==> src/rtl/types_pkg.sv <==
// Shared types for the load/store path.
// Holds the store queue entry and the memory commit bundle.
package types_pkg;

  localparam int SQ_DEPTH = 8;

  typedef struct packed {
    logic [31:0] addr;
    logic [31:0] ps2_data;
    logic        sw_sh_signal;
    logic [4:0]  rob_tag;
  } lsq;

  typedef struct packed {
    logic        valid;
    logic        addr_rdy;
    logic        committed;
    logic [4:0]  rob_tag;
    logic        sw_sh;
    logic [31:0] addr;
    logic [31:0] data;
  } sq_entry_t;

endpackage

==> src/rtl/sq_tag_cam.sv <==
// Tag match of one ROB index against every store queue slot.
// Produces a one-hot hit vector when tags are unique.
module sq_tag_cam
  import types_pkg::*;
#(
  parameter int DEPTH = SQ_DEPTH
) (
  input  logic                  en,
  input  logic [4:0]            tag,
  input  logic [DEPTH-1:0]      valid,
  input  logic [DEPTH-1:0][4:0] tags,
  output logic [DEPTH-1:0]      hit
);

  // compare the tag against each live slot
  always_comb begin
    hit = '0;
    for (int i = 0; i < DEPTH; i++) begin
      hit[i] = en & valid[i] & (tags[i] == tag);
    end
  end

endmodule

==> src/rtl/store_queue.sv <==
// In-order store queue: allocate, resolve, commit, drain.
// Flush keeps only the committed run at the head.
module store_queue
  import types_pkg::*;
#(
  parameter int DEPTH = SQ_DEPTH,
  parameter int PTR_W = $clog2(DEPTH)
) (
  input  logic             clk,
  input  logic             reset,
  input  logic             alloc_valid,
  input  logic [4:0]       alloc_rob_tag,
  input  logic             alloc_sw_sh,
  output logic             alloc_ready,
  input  logic             exe_valid,
  input  logic [4:0]       exe_rob_tag,
  input  logic [31:0]      exe_addr,
  input  logic [31:0]      exe_data,
  input  logic             commit_valid,
  input  logic [4:0]       commit_rob_tag,
  input  logic             flush,
  output logic             store_wb,
  output lsq               lsq_out,
  output logic             load_mem,
  output logic [PTR_W:0]   count
);

  localparam logic [PTR_W:0] FULL = (PTR_W+1)'(DEPTH);

  sq_entry_t             q [DEPTH];
  sq_entry_t             hd;
  logic [PTR_W-1:0]      head;
  logic [PTR_W-1:0]      tail;
  logic [DEPTH-1:0]      vld;
  logic [DEPTH-1:0]      rdy;
  logic [DEPTH-1:0]      cmt;
  logic [DEPTH-1:0][4:0] tags;
  logic [DEPTH-1:0]      exe_hit;
  logic [DEPTH-1:0]      cmt_hit;
  logic [PTR_W:0]        n_cmt;
  logic                  drain;
  logic                  do_alloc;

  // flatten entry flags for the CAMs and status
  always_comb begin
    vld  = '0;
    rdy  = '0;
    cmt  = '0;
    tags = '0;
    for (int i = 0; i < DEPTH; i++) begin
      vld[i]  = q[i].valid;
      rdy[i]  = q[i].addr_rdy;
      cmt[i]  = q[i].committed;
      tags[i] = q[i].rob_tag;
    end
  end

  sq_tag_cam #(.DEPTH(DEPTH)) u_exe_cam (
    .en    (exe_valid),
    .tag   (exe_rob_tag),
    .valid (vld),
    .tags  (tags),
    .hit   (exe_hit)
  );

  sq_tag_cam #(.DEPTH(DEPTH)) u_cmt_cam (
    .en    (commit_valid),
    .tag   (commit_rob_tag),
    .valid (vld),
    .tags  (tags),
    .hit   (cmt_hit)
  );

  assign hd          = q[head];
  assign drain       = hd.valid & hd.addr_rdy & hd.committed;
  assign alloc_ready = (count != FULL);
  assign do_alloc    = alloc_valid & alloc_ready & ~flush;
  assign load_mem    = ~|(vld & ~rdy);

  // committed survivors, including a commit landing with the flush
  always_comb begin
    n_cmt = '0;
    for (int i = 0; i < DEPTH; i++) begin
      n_cmt = n_cmt + (PTR_W+1)'(vld[i] & (cmt[i] | cmt_hit[i]));
    end
  end

  // per-entry update; drain and alloc override earlier writes
  always_ff @(posedge clk or posedge reset) begin
    if (reset) begin
      for (int i = 0; i < DEPTH; i++) q[i] <= '0;
    end else begin
      for (int i = 0; i < DEPTH; i++) begin
        if (exe_hit[i]) begin
          q[i].addr     <= exe_addr;
          q[i].data     <= exe_data;
          q[i].addr_rdy <= 1'b1;
        end
        if (cmt_hit[i]) q[i].committed <= 1'b1;
        if (flush && !(cmt[i] | cmt_hit[i])) q[i] <= '0;
        if (drain && PTR_W'(i) == head) q[i] <= '0;
        if (do_alloc && PTR_W'(i) == tail) begin
          q[i]         <= '0;
          q[i].valid   <= 1'b1;
          q[i].rob_tag <= alloc_rob_tag;
          q[i].sw_sh   <= alloc_sw_sh;
        end
      end
    end
  end

  // head, tail and occupancy
  always_ff @(posedge clk or posedge reset) begin
    if (reset) begin
      head  <= '0;
      tail  <= '0;
      count <= '0;
    end else begin
      head <= head + PTR_W'(drain);
      if (flush) begin
        tail  <= head + n_cmt[PTR_W-1:0];
        count <= n_cmt - (PTR_W+1)'(drain);
      end else begin
        tail  <= tail + PTR_W'(do_alloc);
        count <= count + (PTR_W+1)'(do_alloc)
                       - (PTR_W+1)'(drain);
      end
    end
  end

  // registered write pulse toward data memory
  always_ff @(posedge clk or posedge reset) begin
    if (reset) begin
      store_wb <= 1'b0;
      lsq_out  <= '0;
    end else begin
      store_wb <= drain;
      if (drain) begin
        lsq_out.addr         <= hd.addr;
        lsq_out.ps2_data     <= hd.data;
        lsq_out.sw_sh_signal <= hd.sw_sh;
        lsq_out.rob_tag      <= hd.rob_tag;
      end else begin
        lsq_out <= '0;
      end
    end
  end

endmodule

==> config.mk <==
export PLATFORM = sky130hd
export DESIGN_NAME = store_queue
export DESIGN_NICKNAME = d
export VERILOG_FILES = /design/src/rtl/types_pkg.sv /design/src/rtl/sq_tag_cam.sv /design/src/rtl/store_queue.sv
export SDC_FILE = /design/constraint.sdc
export NUM_CORES = 2
export LEC_CHECK = 0
export CORE_MARGIN = 5
export CORE_UTILIZATION = 55
export DETAILED_ROUTE_END_ITERATION = 8
export PLACE_DENSITY = 0.74
export SYNTH_ARGS = -nofsm -noshare
export SYNTH_HDL_FRONTEND = slang
export SYNTH_HIERARCHICAL = 1
export SYNTH_SLANG_ARGS = --single-unit
==> constraint.sdc <==
create_clock -name clk -period 35.3 [get_ports clk]
set_input_delay 7.06 -clock clk [delete_from_list [all_inputs] [get_ports clk]]
set_output_delay 7.06 -clock clk [all_outputs]
set_load 0.02 [all_outputs]
# --- Word-level counts from Yosys, hierarchy flattened ---
# Cells that the tools add are included.
word_totals:
  ramBits: 0
  in_bits: 86
  reg_bits: 665
  output_inout_bits: 77
  latchBits: 0
  n_memories: 0
  romBits: 0
classes:
  n_mul: 0
  div_mod_pow: 0
  bitwise: 64
  n_addsub: 13
  n_eq_ne: 31
  order_cmp: 1
  n_shift: 0
  muxes: 54
  reduce_logical: 60
op_table:
  columns: ["operator", "n"]
  rows:
  - ["73-bit 2-to-1 mux", 26]
  - ["64-bit 2-to-1 mux", 8]
  - ["73-bit binary-select mux with 3-bit select", 1]
  - ["5-bit equality test", 16]
  - ["70-bit 2-to-1 mux", 1]
  - ["4-bit nonzero test", 16]
  - ["1-bit bitwise AND", 44]
  - ["3-bit equality test, first input constant", 8]
  - ["1-bit logical AND", 24]
  - ["3-bit nonzero test", 8]
  - ["4-bit by 1-bit adder with 4-bit output", 5]
  - ["1-bit 2-to-1 mux", 16]
  - ["1-bit OR", 16]
  - ["2-bit by 3-bit equality test with 1-bit output, first input constant", 4]
  - ["1-bit zero test", 9]
  - ["8-bit bitwise AND", 1]
  - ["8-bit NOT", 1]
  - ["8-bit OR reduction", 1]
  - ["4-bit by 1-bit subtractor with 4-bit output", 2]
  - ["3-bit by 1-bit adder with 3-bit output", 2]
  - ["1-bit by 3-bit equality test with 1-bit output, first input constant", 2]
  - ["3-bit zero test", 2]
  - ["3-bit by 1-bit adder with 4-bit output", 1]
  - ["4-bit >= comparator, second input constant", 1]
  - ["other kinds (8)", 8]

# --- Logic depth before layout (Yosys ltp) ---
depth:
  word_depth: 13
  depth_mapped: 18
  ltp_nobuf: 17

# --- By module ---
# The synthesis kept the hierarchy.
modules_own_cells:
  columns: ["mod", "seq_area_each_um2", "area_per_inst_um2", "cells_per_inst", "instances"]
  rows:
  - ["store_queue", 16641.0, 30840.8, 2504, 1]
  - ["sq_tag_cam", 0.0, 530.5, 70, 2]

# --- Worst setup path after synthesis ---
# No wires, ideal clock.
synth_path:
  path_type: "in2reg"
  from: "in commit_rob_tag[3]"
  to: "reg tail[2]"
  path_slack_ns: 24.428
  cell_stages: 18
  setup_ns: 0.144
  arrival_time_ns: 10.728
  path_cell_list: "buf_6 > xnor2_1 > nand4_1 > nor2_1 > nor2_1 > nor2_1 > fa_1 > inv_1 > fa_1 > fa_1 > inv_1 > ha_1 > fa_1 > inv_1 > fa_1 > xor2_1 > xnor2_1 > a21oi_1"
synth_between:
  elab_chain_cells: 13
  word_cells_on_any_way: 41
  cone_classes: "8 x add/sub; 8 x eq/ne; 1 x mux; 24 x bitwise"
synth_lines:
  columns: ["item", "line_no", "source"]
  rows:
  - ["start: declaration", "store_queue.sv:20", "input logic [4:0] commit_rob_tag,"]
  - ["5-bit equality test", "sq_tag_cam.sv:19", "hit[i] = en & valid[i] & (tags[i] == tag);"]
  - ["1-bit bitwise AND", "sq_tag_cam.sv:19", null]
  - ["via cmt_hit[1]", "store_queue.sv:39", "logic [DEPTH-1:0] cmt_hit;"]
  - ["1-bit OR", "store_queue.sv:84", "n_cmt = n_cmt + (PTR_W+1)'(vld[i] & (cmt[i] | cmt_hit[i]));"]
  - ["1-bit bitwise AND", "store_queue.sv:84", null]
  - ["1-bit by 1-bit adder with 2-bit output", "store_queue.sv:84", null]
  - ["2-bit by 1-bit adder with 3-bit output", "store_queue.sv:84", null]
  - ["3-bit by 1-bit adder with 4-bit output", "store_queue.sv:84", null]
  - ["4-bit by 1-bit adder with 4-bit output (4 in a row)", "store_queue.sv:84", null]
  - ["3-bit adder", "store_queue.sv:121", "tail <= head + n_cmt[PTR_W-1:0];"]
  - ["3-bit 2-to-1 mux", "store_queue.sv:120", "if (flush) begin"]
  - ["end signal: assignment", "store_queue.sv:121", null]
  - ["end signal: assignment", "store_queue.sv:124", "tail <= tail + PTR_W'(do_alloc);"]
  - ["end: declaration", "store_queue.sv:33", "logic [PTR_W-1:0] tail;"]
# The timed path passes the listed nets, and every way through them passes these cells.
# A chain may end at the register's enable or synchronous reset.

# --- Worst setup path in the final report ---
# Same ends and word-level chain as after synthesis.

==> flow_metrics.py <==
metrics = {
    "run_status": {
        "run_status": "complete, no violations",
    },
    "synth": {
        "syn_nets": 2751,
        "synth_cell_type_count": 57,
        "yosys.area.top_type": "dfrtp_1",
        "synth_area_um2": 31900,
        "yosysWarnings": 6,
        "yosysSeqAreaShare_pct": 52.2,
        "syn_inst": 2644,
        "async_reset_ff_share_pct": 100,
        "synth_area_leaders": "dfrtp_1 52%, mux2i_1 18%, mux4_2 9.9%",
        "synth_ff_type": "dfrtp_1",
        "synth_edf_count": 0,
        "synth_top_area_share_pct": 52.2,
        "syn_area_per_cell_um2": 12.1,
        "ys_seq_elements": 665,
    },
    "die": {
        "die_w_um": 251,
        "ios": 163,
        "fp.dieArea_um2": 62900,
        "coreArea_um2": 57600,
        "num_rows": 88,
        "die_height_um": 251,
        "start_util_pct": 55.4,
    },
    "place": {
        "placed_area_um2": 33800,
        "dp_slack_ns": 23.18,
        "hpwlAfterDp_um": 47700,
        "place_inst": 3356,
        "port_buffers": 162,
        "gp_congestion": 0.910,
    },
    "clocking": {
        "ctsHtreeMaxLevel": 3,
        "post_cts.repair.setup_buffers": 0,
        "cts-root-buf": "clkbuf_16",
        "clock_sinks": 665,
        "cts.path.max_buffers": 3,
        "path_clk_slew_ns": 0.06,
        "cts_resized": 0,
        "cts_made_buffers": 72,
        "insertion_delay_ns": 0.61,
        "postCtsHoldBufs": 0,
        "cts_tree": "built",
    },
    "worst_setup_path": {
        "cp.buffers_inverters": 4,
        "crit_path_max_fanout": 8,
        "cp-startpoint": "commit_rob_tag[3]",
        "reg2reg_from": "q[506]",
        "crit_top_cell": "fa_1",
        "r2r_setup_slack_ns": 30.85,
        "crit_type": "input port to register",
        "slowest_stage": "clkdlybuf4s50_1",
        "crit_arrival_ns": 11.74,
        "cp.required_ns": 35.75,
        "crit_family": "adder cells",
        "cpPeakStageDelay_ns": 0.82,
        "r2r_cells": 17,
        "path_cells": "clkdlybuf4s50_1 -> xnor2_1 -> nand4_1 -> nor2_1 -> nor2_1 -> nor2_1 -> fa_1 -> inv_1 -> fa_1 -> fa_1 -> inv_1 -> ha_1 -> fa_1 -> inv_1 -> fa_1 -> xor2_1 -> xnor2_1 -> a21oi_1",
        "crit_path_end_kind": "register",
        "critPathLaunchType": "input port",
        "rr_endpoint": "tail[2]",
    },
    "hold_path": {
        "hold_depth": 1,
        "hold_end": "q[575]",
        "min_path_type": "register to register",
        "worstHoldStart": "q[575]",
    },
    "detailed_routing": {
        "dr.pass1.iters": 7,
        "drt-vias-per-instance": 6.08,
        "drtAntennaViolNets": 0,
        "routed_wl_um": 85200,
        "drt_iter0_markers": 1922,
        "wl_per_cell_um": 24.4,
        "route.detailed.drc": 0,
        "routed-via-count": 21200,
    },
    "sta": {
        "hold_violations": 0,
        "fin_crit_ns": 11.29,
        "finalClockSkew_ns": 0.0212,
        "setup_viol": 0,
        "slew_violations": 0,
        "fmax_ghz": 0.0885,
        "timing.hold.ws_ns": 0.508,
        "finalCritPeriodShare_pct": 32.0,
        "setup_tns_ns": 0,
        "setup_ws_ns": 24.01,
        "rsz0062_at_grt": "no",
        "maxSlewHeadroom_pct": 24.3,
        "tightest_slew_ns": 1.14,
    },
    "finish": {
        "layout-drive-gt1-share_pct": 12.3,
        "syn2layout_area_growth_pct": 13.8,
        "multi_input_area_um2": 14100,
        "regArea_um2": 16700,
        "utilization_pct": 63.0,
        "instances_no_fill": 3494,
        "nFillCells": 4316,
        "nNetsFinal": 2772,
        "final_area_um2": 36300,
    },
    "power_and_ir_drop": {
        "ir_drop_mv": 0.0337,
        "leakage_nw": 14.5,
        "power_density_nw_per_um2": 45.5,
        "finalPower_mw": 1.65,
    },
    "grt": {
        "grt_usage_pct": 27.0,
        "overflow": 0,
        "antenna_found_initial": 10,
        "grt_pass1_vias": 22500,
        "grt_pass1_wl_um": 134000,
        "grt_max_degree": 147,
    },
    "run": {
        "cap_violations": 0,
    },
}
## sequential cells by signal (all words and copies together), names as in the netlist
register	count
lsq_out	70
count	4
store_wb	1
q	576
tail	3
head	3
cmt	8
## report_power, final
part	internal [mW]	switching [mW]	total, mW	leakage, nW
Clock	0.476	0.308	0.784	1.23
Combinational	0.0286	0.0677	0.0963	3.98
Sequential	0.767	0.00583	0.772	9.28
## layout by cell type (no fill, tap or decap), types with 17 or more instances in the layout
cell / count
buf_4: 43
o21ai_0: 22
mux2i_1: 588
nor2_1: 552
nand4_1: 17
mux4_2: 140
a21oi_1: 75
clkbuf_16: 78
nand3_1: 19
a22o_1: 24
nand2_1: 48
clkdlybuf4s50_1: 162
inv_1: 33
dfrtp_1: 662
xnor2_1: 84
## worst max-delay path by stage
stage,end,cells after the start
4_1_cts,q[43],6
2_1_floorplan,cmt[0],1
3_5_place_dp,lsq_out[49],6
6_report,tail[2],18
5_1_grt,q[43],6
3_3_place_gp,q[113],6
## logic make-up (layout without fill, tap and decap cells)
family	Yosys count	count (layout)	share of synthesized area [%]
AO/OA/AOI/OAI	157	157	3.05
XOR/XNOR	89	89	2.44
adder cells (fa/ha/maj)	21	21	0.965
buffers and inverters	293	371	4.11
flip-flops	665	665	52.2
multiplexers	729	729	28.4
other	0	7	0
AND/OR/NAND/NOR	690	690	8.91
## cells in the mapped netlist (7+ instances only)
cell / n
nand3_1: 20
nand2b_1: 10
mux2i_1: 588
a22o_1: 24
mux4_2: 140
a21oi_1: 75
o31ai_1: 7
xnor2_1: 84
buf_6: 10
nor2_1: 560
ha_1: 15
inv_1: 34
nand2_1: 48
clkbuf_1: 81
a21o_1: 8
buf_2: 87
nand4_1: 17
dfrtp_1: 665
o21ai_0: 22
buf_1: 70
## cell type report
type | count | area share (%)
Sequential cell | 665 | 45.9
Multi-Input combinational cell | 1686 | 38.8
Clock buffer | 107 | 6.06
Timing Repair Buffer | 206 | 5.41
Tap cell | 765 | 2.64
Clock inverter | 24 | 0.793
Inverter | 34 | 0.372
Antenna cell | 7 | 0.0483
## routing by layer
layer	routed length, um	track usage, %	part of all wire (%)
met5	53	0	0.062
met4	1730	7.53	2.0
met3	5490	4.96	6.4
met2	41900	44.1	49
met1	36100	37.8	42
## worst register-to-register path: stages, from the launching register on
cell and delay, ns:
dfrtp_1 0.45, xnor2_1 0.17, nand4_1 0.13, nor2_1 0.06, nor2_1 0.24, nor2_1 0.10, fa_1 0.51, inv_1 0.05
fa_1 0.45, fa_1 0.50, inv_1 0.04, ha_1 0.21, fa_1 0.54, inv_1 0.07, fa_1 0.37, xor2_1 0.16
xnor2_1 0.18, a21oi_1 0.08
No activity file was read; power rests on OpenSTA's default activity.
